$ cat src/rtl/i2s_pkg.sv
// i2s_pkg: shared constants and state type for the I2S responder endpoint.
//   SerialDataWidth - bits per word on the wire (MSB first)
//   SlotWidth       - sclk periods per half-frame
//   BitCountWidth   - width of the per-half-frame bit counter
// Optional build macro: I2S_LEFT_JUSTIFIED_EN selects left-justified framing
// (no delay slot, lrck high = left) instead of standard I2S.
package i2s_pkg;
    localparam int SerialDataWidth = 24;
    localparam int SlotWidth       = 32;
    localparam int BitCountWidth   = 5;
    localparam logic [BitCountWidth-1:0] BitCountMax = BitCountWidth'(SlotWidth - 1);

`ifdef I2S_LEFT_JUSTIFIED_EN
    // MSB sits in the first slot after the lrck change; lrck high marks left.
    localparam int   FirstBit  = 0;
    localparam logic LeftLevel = 1'b1;
`else
    // Standard I2S: one-bit delay slot after the lrck change; lrck low marks left.
    localparam int   FirstBit  = 1;
    localparam logic LeftLevel = 1'b0;
`endif

    typedef enum logic [1:0] {SYNC_S, LEFT_S, RIGHT_S} i2s_state_e;
endpackage

$ cat src/rtl/i2s_sync_edge.sv
// i2s_sync_edge: multi-flop synchronizer for one asynchronous input plus a
// history flop for edge detection.
//   clk, reset - system clock, synchronous active-high reset
//   din        - asynchronous input
//   level      - synchronized level
//   rise, fall - single-cycle pulses on synchronized 0->1 / 1->0
module i2s_sync_edge #(
    parameter int SyncStages = 2
) (
    input  logic clk,
    input  logic reset,
    input  logic din,
    output logic level,
    output logic rise,
    output logic fall
);
    logic [SyncStages-1:0] sync;
    logic                  hist;

    always_ff @(posedge clk) begin
        if (reset) begin
            sync <= '0;
            hist <= 1'b0;
        end else begin
            sync <= {sync[SyncStages-2:0], din};
            hist <= sync[SyncStages-1];
        end
    end

    assign level = sync[SyncStages-1];
    assign rise  = level & ~hist;
    assign fall  = ~level & hist;
endmodule

$ cat src/rtl/i2s_target.sv
// i2s_target: I2S responder (codec side). Follows an external sclk/lrck,
// deserializes stereo 24-bit words from sdin and serializes stereo words to
// sdout. All I2S inputs are asynchronous and synchronized onto clk.
//   clk, reset        - system clock, synchronous active-high reset
//   sclk, lrck, sdin  - external bit clock, word clock, serial data in
//   sdout             - serial data out, updated on sclk falling edges
//   rxLeft/rxRight    - received samples (24-bit word MSBs), rxValid pulse
//   txLeft/txRight    - samples to send, written to holding reg on txValid
//   txTaken           - pulse: holding register moved to the frame words
//   frameError        - pulse: half-frame was not exactly 32 sclk long
// Optional build macro: I2S_LEFT_JUSTIFIED_EN (left-justified framing).
module i2s_target
    import i2s_pkg::*;
#(
    parameter int DataWidth  = 12,
    parameter int SyncStages = 2
) (
    input  logic                        clk,
    input  logic                        reset,
    input  logic                        sclk,
    input  logic                        lrck,
    input  logic                        sdin,
    output logic                        sdout,
    output logic signed [DataWidth-1:0] rxLeft,
    output logic signed [DataWidth-1:0] rxRight,
    output logic                        rxValid,
    input  logic signed [DataWidth-1:0] txLeft,
    input  logic signed [DataWidth-1:0] txRight,
    input  logic                        txValid,
    output logic                        txTaken,
    output logic                        frameError
);
    localparam logic [BitCountWidth-1:0] RxFirst = BitCountWidth'(FirstBit);
    localparam logic [BitCountWidth-1:0] RxLen   = BitCountWidth'(DataWidth);
    localparam logic [BitCountWidth-1:0] RxDone  = BitCountWidth'(FirstBit + SerialDataWidth - 1);
    // Bits go out one fall ahead of the rise that samples them.
    localparam logic [BitCountWidth:0]   TxSkew  = (BitCountWidth+1)'(1 - FirstBit);
    localparam logic [BitCountWidth:0]   TxLen   = (BitCountWidth+1)'(SerialDataWidth);
    localparam int                       PadWidth = SerialDataWidth - DataWidth;

    logic sclk_q, sclk_rise, sclk_fall, lrck_q, sdin_q;
    logic lrck_rise, lrck_fall, sdin_rise, sdin_fall;
    logic unused_edges;

    i2s_state_e               state, state_next;
    logic                     lrck_last, overrun, lrck_change, half_ok;
    logic                     frame_err_next, load_tx;
    logic [BitCountWidth-1:0] bit_count, cur_count, rx_idx, tx_idx;
    logic [BitCountWidth:0]   tx_pos;
    logic                     rx_shift, rx_done, tx_bit;
    logic [DataWidth-1:0]     rx_sh_l, rx_sh_r, rx_sh_r_next;
    logic [DataWidth-1:0]     hold_l, hold_r, tx_l, tx_r;
    logic [SerialDataWidth-1:0] tx_word;

    // Identical synchronizers keep sclk, lrck and sdin aligned in time.
    i2s_sync_edge #(.SyncStages(SyncStages)) u_sclk (
        .clk(clk), .reset(reset), .din(sclk), .level(sclk_q), .rise(sclk_rise), .fall(sclk_fall));
    i2s_sync_edge #(.SyncStages(SyncStages)) u_lrck (
        .clk(clk), .reset(reset), .din(lrck), .level(lrck_q), .rise(lrck_rise), .fall(lrck_fall));
    i2s_sync_edge #(.SyncStages(SyncStages)) u_sdin (
        .clk(clk), .reset(reset), .din(sdin), .level(sdin_q), .rise(sdin_rise), .fall(sdin_fall));

    assign unused_edges = ^{sclk_q, lrck_rise, lrck_fall, sdin_rise, sdin_fall};

    assign lrck_change = sclk_rise && (lrck_q != lrck_last);
    // Saturation alone would hide an overlong half; overrun remembers it.
    assign half_ok     = (bit_count == BitCountMax) && !overrun;

    // Count index of the bit sampled at this rise.
    always_comb begin
        if (lrck_change)                 cur_count = '0;
        else if (bit_count == BitCountMax) cur_count = BitCountMax;
        else                             cur_count = bit_count + 1'b1;
    end

    always_comb begin
        state_next     = state;
        frame_err_next = 1'b0;
        if (lrck_change) begin
            case (state)
                SYNC_S:  if (lrck_q == LeftLevel) state_next = LEFT_S;
                LEFT_S:  if (half_ok) state_next = RIGHT_S;
                         else begin state_next = SYNC_S; frame_err_next = 1'b1; end
                RIGHT_S: if (half_ok) state_next = LEFT_S;
                         else begin state_next = SYNC_S; frame_err_next = 1'b1; end
                default: state_next = SYNC_S;
            endcase
        end
    end

    assign load_tx = (state_next == LEFT_S) && (state != LEFT_S);

    // Channel follows the post-transition state so that left-justified MSBs,
    // which arrive on the lrck-change rise itself, land in the new channel.
    assign rx_idx       = cur_count - RxFirst;
    assign rx_shift     = sclk_rise && (state_next != SYNC_S) && (rx_idx < RxLen);
    assign rx_done      = sclk_rise && (state_next == RIGHT_S) && (cur_count == RxDone);
    assign rx_sh_r_next = (rx_shift && state_next == RIGHT_S) ? {rx_sh_r[DataWidth-2:0], sdin_q} : rx_sh_r;

    always_comb begin
        tx_word = (state == LEFT_S) ? (SerialDataWidth'(tx_l) << PadWidth)
                                    : (SerialDataWidth'(tx_r) << PadWidth);
        tx_pos  = {1'b0, bit_count} + TxSkew;
        tx_idx  = BitCountWidth'(SerialDataWidth - 1) - tx_pos[BitCountWidth-1:0];
        tx_bit  = 1'b0;
        if (state != SYNC_S && tx_pos < TxLen) tx_bit = tx_word[tx_idx];
`ifdef I2S_LEFT_JUSTIFIED_EN
        // The MSB must be on the wire before the change rise samples it, i.e.
        // before the frame words are reloaded, so a new left word comes
        // straight from the holding register.
        if (lrck_q != lrck_last) begin
            if (lrck_q == LeftLevel)  tx_bit = hold_l[DataWidth-1];
            else if (state == LEFT_S) tx_bit = tx_r[DataWidth-1];
            else                      tx_bit = 1'b0;
        end
`endif
    end

    always_ff @(posedge clk) begin
        if (reset) begin
            state      <= SYNC_S;
            lrck_last  <= 1'b0;
            bit_count  <= '0;
            overrun    <= 1'b0;
            rx_sh_l    <= '0;
            rx_sh_r    <= '0;
            rxLeft     <= '0;
            rxRight    <= '0;
            rxValid    <= 1'b0;
            hold_l     <= '0;
            hold_r     <= '0;
            tx_l       <= '0;
            tx_r       <= '0;
            txTaken    <= 1'b0;
            frameError <= 1'b0;
            sdout      <= 1'b0;
        end else begin
            state      <= state_next;
            frameError <= frame_err_next;
            txTaken    <= load_tx;
            rxValid    <= rx_done;
            rx_sh_r    <= rx_sh_r_next;
            if (sclk_rise) begin
                lrck_last <= lrck_q;
                bit_count <= cur_count;
                overrun   <= !lrck_change && (bit_count == BitCountMax);
            end
            if (rx_shift && state_next == LEFT_S) rx_sh_l <= {rx_sh_l[DataWidth-2:0], sdin_q};
            if (rx_done) begin
                rxLeft  <= rx_sh_l;
                rxRight <= rx_sh_r_next;
            end
            // Transfer uses the holding value from before any same-cycle write.
            if (load_tx) begin
                tx_l <= hold_l;
                tx_r <= hold_r;
            end
            if (txValid) begin
                hold_l <= txLeft;
                hold_r <= txRight;
            end
            if (frame_err_next) sdout <= 1'b0;
            else if (sclk_fall) sdout <= tx_bit;
        end
    end
endmodule
$ cat config.mk
export PLATFORM = sky130hd
export DESIGN_NAME = i2s_target
export DESIGN_NICKNAME = d
export VERILOG_FILES = /design/src/rtl/i2s_pkg.sv /design/src/rtl/i2s_sync_edge.sv /design/src/rtl/i2s_target.sv
export SDC_FILE = /design/constraint.sdc
export NUM_CORES = 1
export LEC_CHECK = 0
export CORE_ASPECT_RATIO = 0.75
export CORE_UTILIZATION = 40
export DETAILED_ROUTE_END_ITERATION = 10
export PLACE_DENSITY = 0.62
export SKIP_LAST_GASP = 1
export SLEW_MARGIN = 10
export SYNTH_ARGS = -nofsm -noshare
export SYNTH_HDL_FRONTEND = slang
export SYNTH_HIERARCHICAL = 1
export SYNTH_SLANG_ARGS = --single-unit
$ cat constraint.sdc
create_clock -name clk -period 3.4 [get_ports clk]
set_input_delay 0.68 -clock clk [delete_from_list [all_inputs] [get_ports clk]]
set_output_delay 0.68 -clock clk [all_outputs]
set_load 0.01 [all_outputs]
==> flow_summary_export.csv <==
group,metric,value,unit
floorplan,rows,33,
min_path,min_path_type,"reg2reg",
clock_tree,cts_made_buffers,17,
detailed_routing,drc,0,
cells_and_area,design_area,5940,um^2
global_route,grtUsageTotal,16.2,%
worst_setup_path,worstPathMaxFanout,15,
global_route,grt_start_max_net_pins,54,
power,p_per_area,558,nW/um^2
worst_setup_path,crit_start,"bit_count[0]",
power,swShare,20.7,%
sta,setup_violations,0,
flow_run,maxCapViolCount,0,
sta,setup_ws,0.503,ns
clock_tree,cts_max_path_buffers,2,
clock_tree,clkSinkCount,116,
run_status,status,"finished clean",
cells_and_area,area_growth_syn_to_layout,28.7,%
worst_setup_path,worstSetupPathType,"reg2reg",
clock_tree,path_clk_slew,0.05,ns
clock_tree,clk_latency,0.41,ns
sta,fin_crit,2.90,ns
clock_tree,cts_hold_buffers,0,
power,vdd.ir_drop.worst,0.329,mV
floorplan,die_h,95.1,um
sta,post-route-period-util,85.2,%
sta,skew,0.00501,ns
power,leakage,0.00216,uW
min_path,hold_depth,1,
worst_setup_path,worstPathArrival,3.18,ns
power,p_switching,685,uW
worst_setup_path,cp_cell_sequence,"ha_1 -> nand4_2 -> nor4_4 -> nand2_1 -> a2111oi_4 -> buf_4 -> mux2i_1 -> nor2_1",
power,cell_internal_pwr,2630,uW
global_route,grt_pass1_wl,15.0,mm
global_route,antenna_found_initial,0,
detailed_routing,first_iter_violations,153,
place,numPortBuffers,57,
worst_setup_path,required,3.68,ns
detailed_routing,avgRoutedWirePerCell,13.8,um
power,pwr-share-comb,3.3,%
floorplan,core-area,11100,um^2
worst_setup_path,r2r_setup_slack,0.50,ns
synthesis,ys.warnings.count,6,
detailed_routing,route.met2.wl,3.97,mm
clock_tree,ctsResizeCount,0,
detailed_routing,top_layer,"met4",
detailed_routing,avgViaCountPerCell,4.95,
power,p_seq_share,42.1,%
worst_setup_path,cp_slowest_cell,"dfxtp_1",
global_route,grt_pass1_vias,3077,
detailed_routing,dr.pass1.iters,4,
worst_setup_path,r2r_start,"bit_count[0]",
worst_setup_path,r2r-end,"rxLeft[2]",
sta,setup_tns,0,ns
clock_tree,root_buffer,"clkbuf_16",
clock_tree,cts_tree,"done",
synthesis,postSynthCellCount,441,
detailed_routing,drt-met1-wl,4.59,mm
cells_and_area,antenna_cells,0,
global_route,grt_overflow_total,0,
power,pwr-share-clk,54.5,%
sta,final_hold_viol_count,0,
floorplan,die_area,12000,um^2
worst_setup_path,startpoint_type,"register",
sta,relSlewSlack,55.7,%
place,place_area,5330,um^2
synthesis,syn-num-nets,477,
worst_setup_path,slowest_delay,0.59,ns
place,dp.cells,621,
min_path,hold_start,"u_lrck/sync[0]",
place,dp_hpwl,6.07,mm
detailed_routing,ant_nets,0,
synthesis,syn_avg_cell_area,10.5,um^2
place,gp_congestion,0.818,
min_path,hold_end,"u_lrck/sync[1]",
synthesis,netlist_area,4620,um^2
floorplan,ios,58,
sta,timing.fmax,0.345,GHz
power,power,3320,uW
detailed_routing,wl_met3,377,um
clock_tree,cts_setup_buffers,0,
floorplan,start_util,41.7,%
cells_and_area,final_cells,653,
clock_tree,cts_htree_levels,4,
worst_setup_path,crit_path_end_kind,"register",
floorplan,dieWidth,126,um
sta,drv_slew,0,
detailed_routing,vias,3234,
place,post-place-ws,0.560,ns
sta,worst_pin_slew,0.665,ns
worst_setup_path,reg2reg_depth,8,
sta,rsz0062_at_grt,"false",
cells_and_area,nets,536,
detailed_routing,wirelength,9.01,mm
cells_and_area,drive_above_1_share,10.3,%
==> cells in the final DEF, fill, tap and decap left out, types with 2 or more instances in the layout <==
master           instances
dfxtp_1                116
mux2i_1                102
nor2_1                  81
clkdlybuf4s50_1         56
nand2b_1                29
clkbuf_16               17
nor2b_1                 13
a21oi_1                 10
nand2_1                 10
buf_4                   10
ha_1                     6
clkinv_2                 5
nand3_1                  4
mux4_2                   4
clkinv_4                 4
a31oi_1                  3
a22oi_1                  3
nor3_1                   3
bufinv_16                3
inv_1                    2
nand3b_1                 2
nor3b_2                  2
and2_1                   2
a21boi_0                 2
or3_1                    2
nand4_1                  2
clkbuf_8                 2
==> metrics by stage <==
step                      hold slack (ns)  util [%]
after global placement              0.424      48.2
after global routing                0.456      53.7
final                               0.433      53.7
after CTS                           0.436      53.7
after detailed placement            0.423      48.2
after floorplan                     0.414         -
==> registers in the layout, summed over array words and instances, names as in the netlist, 5 cells and up <==
| name | flops |
|---|---|
| rxRight | 12 |
| hold_r | 12 |
| rx_sh_l | 12 |
| rxLeft | 12 |
| bit_count | 5 |
| hold_l | 12 |
| tx_r | 12 |
| tx_l | 12 |
| rx_sh_r | 12 |
==> area by class of cell <==
| type | count | area [um^2] |
|---|---|---|
| inverter | 3 | 11.3 |
| tap | 140 | 175 |
| multi-input combinational | 295 | 2170 |
| clock inverter | 13 | 158 |
| sequential | 116 | 2320 |
| clock buffer | 19 | 453 |
| fill | 1018 | 5120 |
| timing repair buffer | 67 | 656 |
==> per-layer routing <==
| layer | up-vias | global-route usage (%) |
|---|---|---|
| met4 | 0 | 6.93 |
| li1 | 1631 | - |
| met5 | - | 0 |
| met2 | 63 | 23.5 |
| met3 | 9 | 5.67 |
| met1 | 1531 | 21.9 |
==> critical path, delay by kind of cell (launching register included) <==
family / cells / cell delay [ns]
simple gates: 4 / 0.76
buf+inv: 1 / 0.34
compound gates: 1 / 0.44
mux: 1 / 0.28
flops: 1 / 0.59
fa+ha+maj: 1 / 0.35
==> power groups by stage <==
| stage | sequential, uW | combinational (uW) | clock [uW] |
|---|---|---|---|
| finish | 1400 | 110 | 1810 |
| global route | 1400 | 122 | 1920 |
| CTS | 1400 | 112 | 1850 |
| detailed placement | 1430 | 112 | 0 |
| global placement | 1420 | 111 | 0 |
| floorplan | 1420 | 67.4 | 0 |
==> how the worst max path moves through the flow <==
stage	to	slack, ns	depth (start not counted)
after floorplan	rxRight[3]	0.95	8
after global placement	rxRight[8]	0.74	8
after detailed placement	rxLeft[2]	0.56	8
after CTS	rxLeft[2]	0.54	8
after global routing	rxLeft[2]	0.33	8
final	rxLeft[2]	0.50	8
Power figures use the tool's default switching activity.
